<file path="config.mk">
export PLATFORM = sky130hd
export DESIGN_NAME = mem_io_responder
export DESIGN_NICKNAME = d
export VERILOG_FILES = /design/src/rtl/mem_io_responder.sv
export SDC_FILE = /design/constraint.sdc
export NUM_CORES = 2
export LEC_CHECK = 0
export ABC_AREA = 0
export BUFFER_PORTS_ARGS = -buffer_cell sky130_fd_sc_hd__buf_2
export CAP_MARGIN = 20
export CORE_MARGIN = 2
export CORE_UTILIZATION = 45
export CTS_CLUSTER_SIZE = 10
export DETAILED_ROUTE_END_ITERATION = 8
export GPL_ROUTABILITY_DRIVEN = 0
export SETUP_SLACK_MARGIN = 0.15
export SYNTH_ARGS = -nofsm -noshare
export SYNTH_HDL_FRONTEND = slang
export SYNTH_SLANG_ARGS = --single-unit
</file>
<file path="constraint.sdc">
create_clock -name clk -period 3.06 [get_ports clk]
set_clock_uncertainty 0.15 [all_clocks]
set_input_delay 0.612 -clock clk [delete_from_list [all_inputs] [get_ports clk]]
set_output_delay 0.612 -clock clk [all_outputs]
set_load 0.02 [all_outputs]
</file>
<file path="src/rtl/mem_io_responder.sv">
// Bus target for the core: 256-byte RAM, debug register page and TX FIFO.
// Ports: clk, rst (async low), addr/wdata/rd/wr in; rdata, bus_err, dbg_data/dbg_valid out; dbg_ready in.
module mem_io_responder #(
    parameter int          FIFO_DEPTH = 4,
    parameter logic [12:0] RAM_BASE   = 13'h1800,
    parameter logic [12:0] IO_BASE    = 13'h1F00
) (
    input  logic        clk,
    input  logic        rst,
    input  logic [12:0] addr,
    input  logic [7:0]  wdata,
    input  logic        rd,
    input  logic        wr,
    output logic [7:0]  rdata,
    output logic        bus_err,
    output logic [7:0]  dbg_data,
    output logic        dbg_valid,
    input  logic        dbg_ready
);

    localparam int AW = $clog2(FIFO_DEPTH);
    localparam int CW = AW + 1;

    logic [7:0]    ram  [256];
    logic [7:0]    fifo [FIFO_DEPTH];
    logic [AW-1:0] rptr;
    logic [AW-1:0] wptr;
    logic [CW-1:0] count;
    logic [7:0]    scratch;
    logic [7:0]    cycle;
    logic          ovf;

    logic          is_ram;
    logic          is_io;
    logic          rd_only;
    logic          wr_only;
    logic          push;
    logic          pop;
    logic          full;
    logic          empty;
    logic          st_rd;
    logic [7:0]    io_rdata;

    assign is_ram  = addr[12:8] == RAM_BASE[12:8];
    assign is_io   = addr[12:2] == IO_BASE[12:2];
    assign rd_only = rd & ~wr;
    assign wr_only = wr & ~rd;
    assign full    = count == CW'(FIFO_DEPTH);
    assign empty   = count == '0;
    assign push    = wr_only & is_io & (addr[1:0] == 2'd0);
    assign pop     = ~empty & dbg_ready;
    assign st_rd   = rd_only & is_io & (addr[1:0] == 2'd1);

    assign dbg_valid = ~empty;
    assign dbg_data  = fifo[rptr];

    always_comb begin
        io_rdata = 8'h00;
        unique case (addr[1:0])
            2'd0: io_rdata = 8'h00;
            2'd1: io_rdata = {5'b0, ovf, full, empty};
            2'd2: io_rdata = scratch;
            2'd3: io_rdata = cycle;
        endcase
    end

    // RAM is deliberately left out of reset.
    always_ff @(posedge clk) begin
        if (wr_only && is_ram)
            ram[addr[7:0]] <= wdata;
    end

    always_ff @(posedge clk or negedge rst) begin
        if (!rst) begin
            rdata   <= 8'h00;
            bus_err <= 1'b0;
            scratch <= 8'h00;
            cycle   <= 8'h00;
            ovf     <= 1'b0;
            rptr    <= '0;
            wptr    <= '0;
            count   <= '0;
            for (int i = 0; i < FIFO_DEPTH; i++)
                fifo[i] <= 8'h00;
        end else begin
            cycle   <= cycle + 8'd1;
            bus_err <= (rd & wr) | ((rd ^ wr) & ~(is_ram | is_io));

            if (rd_only) begin
                if (is_ram)
                    rdata <= ram[addr[7:0]];
                else if (is_io)
                    rdata <= io_rdata;
                else
                    rdata <= 8'h00;
            end

            if (wr_only && is_io && addr[1:0] == 2'd2)
                scratch <= wdata;

            // A simultaneous pop frees the slot, so a push into a full FIFO still lands.
            if (push && (!full || pop)) begin
                fifo[wptr] <= wdata;
                wptr       <= wptr + AW'(1);
            end
            if (pop)
                rptr <= rptr + AW'(1);

            if (push && (!full || pop) && !pop)
                count <= count + CW'(1);
            else if (pop && !(push && (!full || pop)))
                count <= count - CW'(1);

            // Overflow set wins over the clear-on-read.
            if (push && full && !pop)
                ovf <= 1'b1;
            else if (st_rd)
                ovf <= 1'b0;
        end
    end

endmodule

</file>
Yosys cells after proc, flatten, opt, wreduce, memory -nomap -nowiden
Memories as Yosys holds them, arrays and structs flattened.
Cells that the tools add are included.
{"block": "totals", "ff_bits": 65, "ram_bits": 2048, "input_bits": 26, "out_inout_bits": 18, "wordCells": 77, "mem_count": 1}
{"block": "classes", "n_addsub": 5, "order_cmp": 3, "n_eq_ne": 6, "muxes": 15, "n_bitwise": 18, "reduce_logical": 17}
{"name": "ram", "depth": 256, "width": 8, "read_ports": 1, "rd_ports_with_merged_regs": 0, "wr": 1, "line_no": "24", "rtl": "logic [7:0] ram [256];"}
{"op": "$mux 8", "count": 5}
{"op": "$bwmux 32", "count": 1}
{"op": "$pmux 8 s4", "count": 1}
{"op": "$bmux 8 s2", "count": 1}
{"op": "$demux 8 s2", "count": 1}
{"op": "$eq 11x11->1 const B", "count": 1}
{"op": "$and 1x1->1", "count": 9}
{"op": "$logic_and 1x1->1", "count": 9}
{"op": "$add 8x1->8 const B", "count": 1}
{"op": "$ge 3x3->1 const B", "count": 2}
{"op": "$mux 3", "count": 2}
{"op": "$not 2->3", "count": 2}
{"op": "$eq 5x5->1 const B", "count": 1}
{"op": "$add 2x1->2 const B", "count": 2}
{"op": "$eq 2x2->1 const B", "count": 2}
{"op": "$mux 1", "count": 4}
{"op": "$not 1->1", "count": 4}
{"op": "$reduce_bool 2->1", "count": 2}
{"op": "$add 3x1->3 const B", "count": 1}
{"op": "$eq 3x3->1 const B", "count": 1}
{"op": "$logic_not 1->1", "count": 3}
{"op": "$logic_not 3->1", "count": 1}
{"op": "$lt 3x1->1 const B", "count": 1}
{"op": "$sub 3x1->3 const B", "count": 1}
{"op": "5 further kinds", "count": 6}

Longest topological paths before layout
{"block": "logic_depth", "word_depth": 9, "depth_mapped": 14, "mapped_depth_nobuf": 11}

Worst setup path before layout
OpenSTA, ideal clock, no wires.
{"block": "synth_timing", "path_type": "input-to-reg", "startpoint": "input port addr[0]", "endpoint": "memory ram[115][0] (enable)", "setup_time_ns": 0.370, "arrival_time_ns": 2.965, "t_required_ns": 2.540, "slack_ns": -0.425, "path_stages": 10, "path_buffers": 7, "cell_sequence": "buf_2 > buf_4 > buf_6 > buf_2 > buf_2 > buf_2 > and4_1 > nand2_1 > clkbuf_1 > nor2_1"}
{"element": "from (decl)", "line_no": "10", "rtl": "input logic [12:0] addr,"}
{"element": "to (decl)", "line_no": "24"}
Straight into the memory's write port.

Worst setup path after layout
{"block": "layout_timing", "startpoint": "register rptr[0]", "endpoint": "output port dbg_data[7]"}
{"block": "layout_between", "elab_chain_cells": 4}
{"element": "from (decl)", "line_no": "26", "rtl": "logic [AW-1:0] rptr;"}
{"element": "from (signal assigned)", "line_no": "107", "rtl": "rptr <= rptr + AW'(1);"}
{"element": "$not 2->3 (not written as such)", "line_no": "55", "rtl": "assign dbg_data = fifo[rptr];"}
{"element": "$bmux 8 s2", "line_no": "55"}
{"element": "$mux 8 (not written as such) (2 in a row)", "line_no": "55"}
{"element": "to (decl)", "line_no": "16", "rtl": "output logic [7:0] dbg_data,"}
Every way passes these cells. The select of a mux whose other input is x is not followed.

==> results.cfg <==
[run_status]
outcome = finished clean

[worst_hold_path]
hold_class = in -> reg
worstHoldPathCells = 1

[clock_tree]
clock_latency_ns = 0.89
clockBufferDepth = 3
clockRootBuffer = clkbuf_16
clk_pin_slew_ns = 0.06
cts_max_level = 4
numCtsBuffers = 233
cts_sinks = 2113
cts_tree = done

[timing]
relSlewSlack_pct = 41.5
slew_viol_final = 0
worst_slack_ns = 0.187
max_freq_ghz = 0.348
final_hold_viol_count = 0
period_minus_slack_ns = 2.87
rsz0062_at_grt = yes
fin_crit_sh_pct = 93.9
setup_viol = 0
worstMarginPinSlew_ns = 0.878
whs_ns = 0.0552

[die]
chipWidth_um = 430
die_area_mm2 = 0.185
num_rows = 156
design.core.area_mm2 = 0.181
initial_core_util_pct = 45.2
fp.dieH_um = 430
io_pins = 44

[drt]
drt_iter0_markers = 5204
vias = 41670
drc = 0
viasPerCell = 6.03
ant_nets = 0
drt-wirelength-per-cell_um = 31.9
dr.pass1.iters = 5
totalWireLength_mm = 221

[synthesis]
synth_ff_type = edfxtp_1
synth_area_mm2 = 0.0818
ys_ff_latch = 2113
syn_avg_cell_area_um2 = 22.2
async_flop_share_pct = 3.08
synth_cell_types = 50
seq_area_frac_synth_pct = 77.2
synth_cells = 3676
synth-edff-count = 2048
ys_warn_count = 0
synth_fp_nets = 3712

[global_route]
grt_pass1_vias = 42224
antenna_found_initial = 4
grt_max_degree = 93
grt_pass1_wl_mm = 315
grt-ovfl-total = 0
groute.usage.overall_pct = 24.0

[cells_and_area]
syn2layout_area_growth_pct = 23.1
nNetsFinal = 4501
drive_gt1_share_pct = 41.6
antennaDiodeCount = 0
most-common-layout-cells = 2048 x edfxtp_1, 595 x mux4_2, 463 x buf_4
mostFrequentLayoutCell = edfxtp_1
fillers = 13282

[place]
dp_hpwl_mm = 145
port_buffers = 43
preCtsSetupSlack_ns = -1.13

[critical_path]
setup.worst_path.class = reg -> out
r2r_cells = 10
crit_arrival_ns = 2.11
critPathRequiredTime_ns = 2.30
end_kind = output pin
path_max_fanout = 5
critPathLaunchType = flop

[power]
power_density_mw_per_mm2 = 598
vdd_drop_max_v = 0.000528
p_leak_nw = 32.4

[flow_run]
maxCapViolations = 0
==> cell families after synthesis <==
| group | after synthesis | synth area share, % |
|---|---|---|
| xor+xnor | 12 | 0.129 |
| flops | 2113 | 77.2 |
| simple gates | 432 | 2.20 |
| compound gates | 218 | 1.77 |
| fa+ha+maj | 10 | 0.162 |
| mux | 663 | 17.3 |
| buf+inv | 228 | 1.26 |
==> synth_stat cells (2+ instances only) <==
cell,number,share of area [%]
mux2i_1,22,0.27
nand4_1,5,0.038
a221oi_1,3,0.032
or2_2,2,0.015
a211oi_1,3,0.028
mux4_2,595,16
nor2_1,278,1.3
nand2_1,72,0.33
o22ai_1,13,0.099
ha_1,9,0.14
xnor2_1,8,0.086
a32oi_1,2,0.021
nor2b_1,6,0.046
and3_1,4,0.031
inv_1,17,0.078
dfrtp_1,65,2.0
o221ai_1,4,0.043
a2111oi_0,4,0.043
and2_1,4,0.031
buf_1,17,0.078
nor3_1,4,0.024
mux2_2,46,0.63
nor4_1,15,0.11
buf_2,51,0.31
buf_4,21,0.19
nor2_2,2,0.015
clkbuf_1,116,0.53
a311oi_1,2,0.021
clkinv_1,2,0.0092
nand2b_1,9,0.069
a21oi_1,63,0.39
nand3_1,25,0.15
edfxtp_1,2048,75
a22oi_1,100,0.92
buf_6,4,0.055
o31ai_1,3,0.028
o21ai_0,15,0.092
and4b_1,2,0.024
xor2_1,4,0.043
==> metrics by stage <==
step,instance area (um^2),setup TNS [ns],util [%],power [mW],cells
final,101000,0,55.7,60.2,6910
after global routing,101000,0,55.7,61.8,6910
after CTS,101000,0,55.7,60.6,6910
after floorplan,83700,0,-,34.1,3676
after global placement,94000,-255.60,52.0,36.0,6591
after detailed placement,94000,-252.07,52.0,36.0,6593
==> report_power, final <==
group / total (mW) / leakage (nW) / switching, mW / internal [mW]
registers: 31.9 / 19.3 / 0.0779 / 31.8
clock network: 24.7 / 3.12 / 10.8 / 13.9
logic: 3.61 / 10.0 / 2.06 / 1.55
total: 60.2 / 32.4 / 13.0 / 47.2
==> final timing paths <==
kind / slack [ns] / end / startpoint
worst max-delay path: 0.19 / dbg_data[7] / rptr[0]
worst min-delay path: 0.06 / ram[225][5] / wdata[5]
worst max register to register: 0.23 / rdata[5] / ram[159][5]
worst min register to register: 0.33 / ovf / ovf
max in group asynchronous: 1.93 / rptr[0] / rst
min in group asynchronous: 0.16 / fifo[22] / rst
==> layer usage <==
metal | GRT usage, % | part of all wire [%] | up-vias
met5 | 0 | 0.013 | -
li1 | - | - | 17020
met3 | 3.48 | 7.0 | 289
met2 | 38.9 | 49 | 1738
met1 | 34.4 | 41 | 22619
met4 | 6.75 | 2.8 | 4
==> registers in the layout, summed over array words and instances (netlist names) <==
signal   count
wptr         2
scratch      8
rptr         2
ram       2048
cycle        8
fifo        32
rdata        8
bus_err      1
count        3
ovf          1
==> worst max-delay path, stage by stage (launching register included) <==
cell and delay [ns]:
dfrtp_4 0.50, buf_12 0.15, mux4_2 0.43, buf_6 0.15
==> repair_timing <==
action / CTS / global route
hold buffers: 4 / 0
hold endpoints to repair: 29 / 0
setup endpoints to repair: 12 / 13
buffers inserted: 3 / 0
resized for setup: 15 / 24
==> area by class of cell <==
class                           instances  area (um^2)  area share, %
Clock inverter                         23          455          0.452
Tap cell                             2370         2970           2.94
Sequential cell                      2113        63100           62.7
Timing Repair Buffer                  763         8950           8.89
Multi-Input combinational cell       1335        19100           19.0
Inverter                               19         76.3         0.0758
Clock buffer                          287         6030           5.99
No activity file was read; power rests on OpenSTA's default activity.
